### src/rtl/cpu1_oci_dct_capture.sv
// Debug-capture-trace buffer: captures DCT words between arm and test_ending,
// then drains through a registered pop port until the buffer is empty.
module cpu1_oci_dct_capture #(
    parameter int DATA_W    = 30,
    parameter int DEPTH     = 16,
    parameter int WRAP_MODE = 0,
    parameter int CNT_W     = 5
) (
    input  logic              clk,
    input  logic              reset_n,
    input  logic              arm,
    input  logic              dct_valid,
    input  logic [DATA_W-1:0] dct_buffer,
    input  logic              test_ending,
    input  logic              rd_en,
    output logic [DATA_W-1:0] rd_data,
    output logic              rd_valid,
    output logic [CNT_W-1:0]  dct_count,
    output logic              full,
    output logic              empty,
    output logic              overflow,
    output logic              test_has_ended,
    output logic [1:0]        state_dbg
);

    // Handshake: a pop is accepted on a rising edge where rd_en=1 and empty=0;
    // rd_valid pulses for exactly one cycle after that edge with the popped word
    // on rd_data, which otherwise holds its last value. dct_valid has no
    // backpressure: words offered while full are dropped or overwrite the oldest.

    localparam int AW = (DEPTH > 1) ? $clog2(DEPTH) : 1;

    typedef enum logic [1:0] {
        ST_IDLE    = 2'd0,
        ST_CAPTURE = 2'd1,
        ST_DRAIN   = 2'd2,
        ST_ENDED   = 2'd3
    } state_t;

    state_t            state;
    state_t            state_nxt;
    logic [DATA_W-1:0] mem [DEPTH];
    logic [AW-1:0]     wr_ptr;
    logic [AW-1:0]     rd_ptr;
    logic [CNT_W-1:0]  count_nxt;
    logic              capture_en;
    logic              rearm;
    logic              pop_acc;
    logic              wr_req;
    logic              wr_store;
    logic              wr_wrap;
    logic              wr_drop;

    always_ff @(posedge clk) begin
        if (!reset_n) begin
            state <= ST_IDLE;
        end else begin
            state <= state_nxt;
        end
    end

    always_comb begin
        state_nxt = state;
        case (state)
            ST_IDLE:    if (arm) state_nxt = ST_CAPTURE;
            ST_CAPTURE: if (test_ending) state_nxt = ST_DRAIN;
            ST_DRAIN:   if (empty && !pop_acc) state_nxt = ST_ENDED;
            ST_ENDED:   if (arm) state_nxt = ST_CAPTURE;
            default:    state_nxt = ST_IDLE;
        endcase
    end

    always_comb begin
        capture_en     = (state == ST_CAPTURE);
        rearm          = arm && ((state == ST_IDLE) || (state == ST_ENDED));
        test_has_ended = (state == ST_ENDED);
        state_dbg      = state;
    end

    // A write at full with a concurrent pop is a plain replace; only without
    // a pop does full trigger the drop / overwrite-oldest policy.
    always_comb begin
        pop_acc  = rd_en && !empty;
        wr_req   = capture_en && dct_valid;
        wr_store = wr_req && (!full || pop_acc || (WRAP_MODE != 0));
        wr_wrap  = wr_req && full && !pop_acc && (WRAP_MODE != 0);
        wr_drop  = wr_req && full && !pop_acc && (WRAP_MODE == 0);
        count_nxt = dct_count;
        if (wr_store && !wr_wrap && !pop_acc) begin
            count_nxt = dct_count + CNT_W'(1);
        end else if (pop_acc && !wr_store) begin
            count_nxt = dct_count - CNT_W'(1);
        end
    end

    always_ff @(posedge clk) begin
        if (reset_n && wr_store) begin
            mem[wr_ptr] <= dct_buffer;
        end
    end

    always_ff @(posedge clk) begin
        if (!reset_n) begin
            wr_ptr    <= '0;
            rd_ptr    <= '0;
            dct_count <= '0;
            full      <= 1'b0;
            empty     <= 1'b1;
            overflow  <= 1'b0;
            rd_valid  <= 1'b0;
            rd_data   <= '0;
        end else if (rearm) begin
            wr_ptr    <= '0;
            rd_ptr    <= '0;
            dct_count <= '0;
            full      <= 1'b0;
            empty     <= 1'b1;
            overflow  <= 1'b0;
            rd_valid  <= 1'b0;
        end else begin
            if (wr_store) begin
                wr_ptr <= wr_ptr + AW'(1);
            end
            if (pop_acc || wr_wrap) begin
                rd_ptr <= rd_ptr + AW'(1);
            end
            dct_count <= count_nxt;
            full      <= (count_nxt == CNT_W'(DEPTH));
            empty     <= (count_nxt == '0);
            if (wr_wrap || wr_drop) begin
                overflow <= 1'b1;
            end
            rd_valid <= pop_acc;
            if (pop_acc) begin
                rd_data <= mem[rd_ptr];
            end
        end
    end

endmodule

### config.mk
export PLATFORM = sky130hd
export DESIGN_NAME = cpu1_oci_dct_capture
export DESIGN_NICKNAME = d
export VERILOG_FILES = /design/src/rtl/cpu1_oci_dct_capture.sv
export SDC_FILE = /design/constraint.sdc
export NUM_CORES = 1
export LEC_CHECK = 0
export ABC_AREA = 1
export BUFFER_PORTS_ARGS = -buffer_cell sky130_fd_sc_hd__buf_2
export CORE_MARGIN = 3
export CORE_UTILIZATION = 33
export DETAILED_ROUTE_END_ITERATION = 7
export SYNTH_ARGS = -nofsm -noshare
export SYNTH_HDL_FRONTEND = slang
export SYNTH_SLANG_ARGS = --single-unit
export TNS_END_PERCENT = 100
### constraint.sdc
create_clock -name clk -period 4.21 [get_ports clk]
set_clock_uncertainty 0.1 [all_clocks]
set_input_delay 0.6315 -clock clk [delete_from_list [all_inputs] [get_ports clk]]
set_output_delay 0.6315 -clock clk [all_outputs]
set_load 0.01 [all_outputs]
==> report_table.html <==
<table>
<tr><th>Metric</th><th>Value</th></tr>
<tr><th colspan="2">Synth</th></tr>
<tr><td>Share of the yosys chip area belonging to registers</td><td>72.4%</td></tr>
<tr><td>Post-synth top area cell</td><td>sky130_fd_sc_hd__edfxtp_1</td></tr>
<tr><td>Share of the synthesized area in the top cell type</td><td>67.8%</td></tr>
<tr><td>Warnings, synthesis</td><td>0</td></tr>
<tr><td>Net count after synthesis</td><td>1,860</td></tr>
<tr><td>Leading cell types by count after synthesis</td><td>480 x sky130_fd_sc_hd__edfxtp_1, 478 x sky130_fd_sc_hd__nor2_1, 191 x sky130_fd_sc_hd__nand3_1</td></tr>
<tr><td>Commonest register cell after synthesis</td><td>sky130_fd_sc_hd__edfxtp_1</td></tr>
<tr><td>Number of synthesized register bits</td><td>529</td></tr>
<tr><td>Total standard cell area after synthesis</td><td>21,300 µm²</td></tr>
<tr><td>Cell with the most instances after synthesis</td><td>sky130_fd_sc_hd__edfxtp_1</td></tr>
<tr><td>Post-synth cell types</td><td>29</td></tr>
<tr><td>Share of synthesized flip-flops with an asynchronous set or reset</td><td>0%</td></tr>
<tr><td>Post-Synthesis Mean Instance Area</td><td>11.7 µm²</td></tr>
<tr><td>Cell types with the largest area share after synthesis</td><td>sky130_fd_sc_hd__edfxtp_1 68%, sky130_fd_sc_hd__nor2_1 8.4%, sky130_fd_sc_hd__dfxtp_1 4.6%</td></tr>
<tr><td>Post-Synthesis Cells</td><td>1,814</td></tr>
<tr><td>EDFF count, synth</td><td>480</td></tr>
<tr><th colspan="2">Floorplan</th></tr>
<tr><td>Chip height</td><td>260 µm</td></tr>
<tr><td>Initial Util</td><td>33.5%</td></tr>
<tr><td>Horizontal die dimension</td><td>260 µm</td></tr>
<tr><td>Rows</td><td>92</td></tr>
<tr><td>I/O pin count</td><td>78</td></tr>
<tr><td>Core area</td><td>63,400 µm²</td></tr>
<tr><td>Die Outline Area</td><td>67,500 µm²</td></tr>
<tr><th colspan="2">Worst hold path</th></tr>
<tr><td>Cell depth of the worst hold path</td><td>3</td></tr>
<tr><td>Endpoint of the worst hold-timing path</td><td>state_dbg[1]</td></tr>
<tr><td>Hold path startpoint</td><td>reset_n</td></tr>
<tr><td>Class of the worst hold path</td><td>in -&gt; reg</td></tr>
<tr><th colspan="2">Drt</th></tr>
<tr><td>Length of the first detailed-routing pass in iterations</td><td>5</td></tr>
<tr><td>Routed WL per cell</td><td>18.8 µm</td></tr>
<tr><td>Final Routed Wirelength</td><td>51,800 µm</td></tr>
<tr><td>Via count normalized by instance count</td><td>4.97</td></tr>
<tr><td>DRC violations left</td><td>0</td></tr>
<tr><td>Via Count</td><td>13,700</td></tr>
<tr><td>First-iteration detailed-routing DRC count</td><td>1,241</td></tr>
<tr><td>Post-DRT Antenna Nets</td><td>0</td></tr>
<tr><th colspan="2">Setup path</th></tr>
<tr><td>Most Frequent Cell on Critical Path</td><td>sky130_fd_sc_hd__nand2_1</td></tr>
<tr><td>Worst reg2reg endpoint</td><td>mem[9][16]</td></tr>
<tr><td>Depth of the most critical reg-to-reg path</td><td>8</td></tr>
<tr><td>Max stage delay on crit path</td><td>670 ps</td></tr>
<tr><td>Arr. time, crit path</td><td>3420 ps</td></tr>
<tr><td>Kind of launch point of the worst setup path</td><td>register</td></tr>
<tr><td>Buffers &amp; Inverters on Critical Path</td><td>2</td></tr>
<tr><td>Reg-to-reg startpoint</td><td>state_dbg[0]</td></tr>
<tr><td>Slowest-stage cell, CP</td><td>sky130_fd_sc_hd__nor2_4</td></tr>
<tr><td>Type of destination of the critical path</td><td>register</td></tr>
<tr><td>Worst setup slack for register-to-register paths</td><td>990 ps</td></tr>
<tr><td>Largest fanout on the critical path</td><td>20</td></tr>
<tr><td>CP required</td><td>4400 ps</td></tr>
<tr><td>Kind of critical path</td><td>reg -&gt; reg</td></tr>
<tr><td>Cell breakdown of the critical path</td><td>ha_1, nand2_1, a21oi_1, inv_1, nor2_1, nand2_1, nor2_4, buf_4</td></tr>
<tr><td>Family with the most delay on the worst path</td><td>simple AND/OR/NAND/NOR gates</td></tr>
<tr><th colspan="2">Run status</th></tr>
<tr><td>Outcome</td><td>finished, final reports clean</td></tr>
<tr><th colspan="2">STA</th></tr>
<tr><td>Slew Limit Headroom</td><td>25.8%</td></tr>
<tr><td>Min Tclk post-route</td><td>3220 ps</td></tr>
<tr><td>Slew at the pin with the worst max-slew slack</td><td>1110 ps</td></tr>
<tr><td>Setup violators final</td><td>0</td></tr>
<tr><td>Setup total negative slack</td><td>0 ps</td></tr>
<tr><td>Upper clock frequency limit</td><td>0.310 GHz</td></tr>
<tr><td>Final Max Slew Viols</td><td>0</td></tr>
<tr><td>Final hold violation count</td><td>0</td></tr>
<tr><td>Final Cycle Share</td><td>76.6%</td></tr>
<tr><td>Unrepaired setup endpoints after global routing</td><td>no</td></tr>
<tr><td>Post-route worst setup slack</td><td>986 ps</td></tr>
<tr><th colspan="2">Clock network</th></tr>
<tr><td>Number of buffers inserted during clock tree synthesis</td><td>54</td></tr>
<tr><td>Worst skew pair latency</td><td>600 ps</td></tr>
<tr><td>Sink Count</td><td>529</td></tr>
<tr><td># resized after CTS</td><td>0</td></tr>
<tr><td>Clock tree from TritonCTS</td><td>built</td></tr>
<tr><td>H-tree lvl count</td><td>2</td></tr>
<tr><td>Clock transition at the register clock pins on the worst setup and hold paths after CTS</td><td>60 ps</td></tr>
<tr><td>Post-CTS setup buffers</td><td>0</td></tr>
<tr><td>Root Driver</td><td>sky130_fd_sc_hd__clkbuf_16</td></tr>
<tr><td>Maximum clock path buffer count</td><td>3</td></tr>
<tr><td># hold bufs at CTS</td><td>0</td></tr>
<tr><th colspan="2">Place</th></tr>
<tr><td>Placed Area</td><td>22,700 µm²</td></tr>
<tr><td>Final weighted congestion of routability-driven global placement</td><td>0.761</td></tr>
<tr><td># port buffers</td><td>77</td></tr>
<tr><td>DP Wirelength</td><td>28,300 µm</td></tr>
<tr><td>Place WS</td><td>823 ps</td></tr>
<tr><th colspan="2">Power</th></tr>
<tr><td>Net Sw Frac</td><td>24.6%</td></tr>
<tr><td>Part of the total power dissipated in sequential elements</td><td>49.1%</td></tr>
<tr><td>Internal power</td><td>9.08 mW</td></tr>
<tr><td>Pwr/cell area</td><td>492 nW/µm²</td></tr>
<tr><td>Static leakage</td><td>8.39 nW</td></tr>
<tr><td>Switching power of the nets</td><td>2.96 mW</td></tr>
<tr><td>Clock power frac</td><td>40.0%</td></tr>
<tr><td>Worst-case vdd ir drop</td><td>0.296 mV</td></tr>
<tr><td>Proportion of power drawn by combinational gates</td><td>10.9%</td></tr>
<tr><th colspan="2">GRT</th></tr>
<tr><td>Aggregate global-route resource usage</td><td>15.2%</td></tr>
<tr><td>Maximum number of pins on one net before global-route repair</td><td>211</td></tr>
<tr><td>Number of global-route vias before repair</td><td>13,300</td></tr>
<tr><td>Antenna violations before repair</td><td>3</td></tr>
<tr><td>Busiest metal layer after global routing</td><td>met2</td></tr>
<tr><td>Met2 track utilization from global routing</td><td>24.3%</td></tr>
<tr><td>Met3 track utilization from global routing</td><td>2.64%</td></tr>
<tr><td>Global-route wire length before repair</td><td>79,600 µm</td></tr>
<tr><td>Remaining global-route overflow</td><td>0</td></tr>
<tr><td>Routing usage on met1</td><td>21.0%</td></tr>
<tr><th colspan="2">Cells and area</th></tr>
<tr><td>Final cell area excluding filler cells</td><td>24,500 µm²</td></tr>
<tr><td>Area used by sequential logic in the layout</td><td>15,400 µm²</td></tr>
<tr><td>Multi-input gate area</td><td>5100 µm²</td></tr>
<tr><td>Layout Utilization</td><td>38.6%</td></tr>
<tr><td>Filler Cell Count</td><td>5,940</td></tr>
<tr><td>Area growth, synth to finish</td><td>15.1%</td></tr>
<tr><td>Layout cells sized above 1</td><td>11.4%</td></tr>
<tr><td>Final antenna diode count</td><td>0</td></tr>
<tr><td>Post-layout net count</td><td>1,914</td></tr>
<tr><th colspan="2">Flow run</th></tr>
<tr><td>Total of max-cap violations</td><td>0</td></tr>
</table>
==> worst register-to-register path: stages, from the launching register on <==
cell and delay, ps:
sky130_fd_sc_hd__dfxtp_1 390, sky130_fd_sc_hd__ha_1 230, sky130_fd_sc_hd__nand2_1 110, sky130_fd_sc_hd__a21oi_1 390, sky130_fd_sc_hd__inv_1 200, sky130_fd_sc_hd__nor2_1 210
sky130_fd_sc_hd__nand2_1 270, sky130_fd_sc_hd__nor2_4 670, sky130_fd_sc_hd__buf_4 340
==> how the worst max path moves through the flow <==
stage,startpoint,to,slack [ps],depth (start not counted)
2_1_floorplan,rd_en,mem[0][0],1070,6
3_3_place_gp,rd_en,mem[9][9],870,8
3_5_place_dp,rd_en,mem[9][20],820,8
4_1_cts,state_dbg[0],mem[9][17],970,8
5_1_grt,state_dbg[0],mem[9][9],770,8
6_report,state_dbg[0],mem[9][16],990,8
==> sequential cells by signal, indices dropped and copies added, names as in the netlist <==
signal / count
dct_count: 5
empty: 1
full: 1
mem: 480
overflow: 1
rd_data: 30
rd_ptr: 4
rd_valid: 1
state_dbg: 2
wr_ptr: 4
==> cells by family (layout without fill, tap and decap cells) <==
family	Yosys count	count (layout)	synth area share, %
buf+inv	197	297	4.17
fa+ha+maj	10	10	0.589
xor+xnor	3	3	0.124
flops	529	529	72.4
compound gates	302	302	7.84
simple gates	773	773	14.8
==> per-stage QoR <==
stage / instances / power (mW) / hold slack (ps)
after detailed placement: 2658 / 7.34 / 386
after global routing: 2760 / 12.5 / 243
after floorplan: 1814 / 6.89 / 376
final: 2760 / 12.0 / 250
after CTS: 2760 / 12.1 / 218
after global placement: 2658 / 7.31 / 354
==> final cells by class <==
cell class / instances / area share [%]
sequential: 529 / 63.0
multi-input combinational: 1088 / 20.9
clock buffer: 75 / 6.23
tap: 846 / 4.33
timing repair buffer: 108 / 3.19
inverter: 87 / 1.37
clock inverter: 27 / 1.08
==> cells in the final DEF (no fill, tap or decap), types with 2 or more instances in the layout <==
| cell type | netlist | routed |
|---|---|---|
| sky130_fd_sc_hd__nor2_4 | 0 | 16 |
| sky130_fd_sc_hd__nand2_1 | 98 | 98 |
| sky130_fd_sc_hd__inv_6 | 0 | 2 |
| sky130_fd_sc_hd__buf_12 | 0 | 13 |
| sky130_fd_sc_hd__clkbuf_1 | 46 | 15 |
| sky130_fd_sc_hd__ha_1 | 10 | 10 |
| sky130_fd_sc_hd__clkinvlp_4 | 0 | 2 |
| sky130_fd_sc_hd__buf_2 | 42 | 77 |
| sky130_fd_sc_hd__buf_4 | 4 | 18 |
| sky130_fd_sc_hd__clkbuf_8 | 0 | 3 |
| sky130_fd_sc_hd__dfxtp_2 | 0 | 3 |
| sky130_fd_sc_hd__o21ai_1 | 44 | 44 |
| sky130_fd_sc_hd__clkinv_2 | 0 | 15 |
| sky130_fd_sc_hd__o211ai_1 | 60 | 60 |
| sky130_fd_sc_hd__dfxtp_1 | 49 | 45 |
| sky130_fd_sc_hd__xor2_1 | 2 | 2 |
| sky130_fd_sc_hd__bufinv_16 | 0 | 5 |
| sky130_fd_sc_hd__a21oi_1 | 18 | 17 |
| sky130_fd_sc_hd__clkinv_1 | 3 | 6 |
| sky130_fd_sc_hd__inv_1 | 82 | 82 |
| sky130_fd_sc_hd__o21ai_0 | 178 | 178 |
| sky130_fd_sc_hd__nor2_1 | 478 | 462 |
| sky130_fd_sc_hd__clkbuf_16 | 0 | 57 |
| sky130_fd_sc_hd__nand3_1 | 191 | 191 |
| sky130_fd_sc_hd__edfxtp_1 | 480 | 480 |
==> routing by layer <==
metal / share of wire [%] / routed length, µm / vias up
met4: 2.8 / 1440 / 4
met1: 45 / 23100 / 6731
li1: - / - / 6478
met3: 5.9 / 3040 / 98
met5: 0.041 / 21 / -
met2: 47 / 24200 / 412
==> power by group through the flow <==
stage	registers [mW]	clock network, mW	logic (mW)
after floorplan	6.02	0	0.866
after global placement	6.01	0	1.30
after detailed placement	6.02	0	1.32
after CTS	5.91	4.90	1.32
after global routing	5.92	5.13	1.47
final	5.91	4.82	1.31
Power figures use the tool's default switching activity.
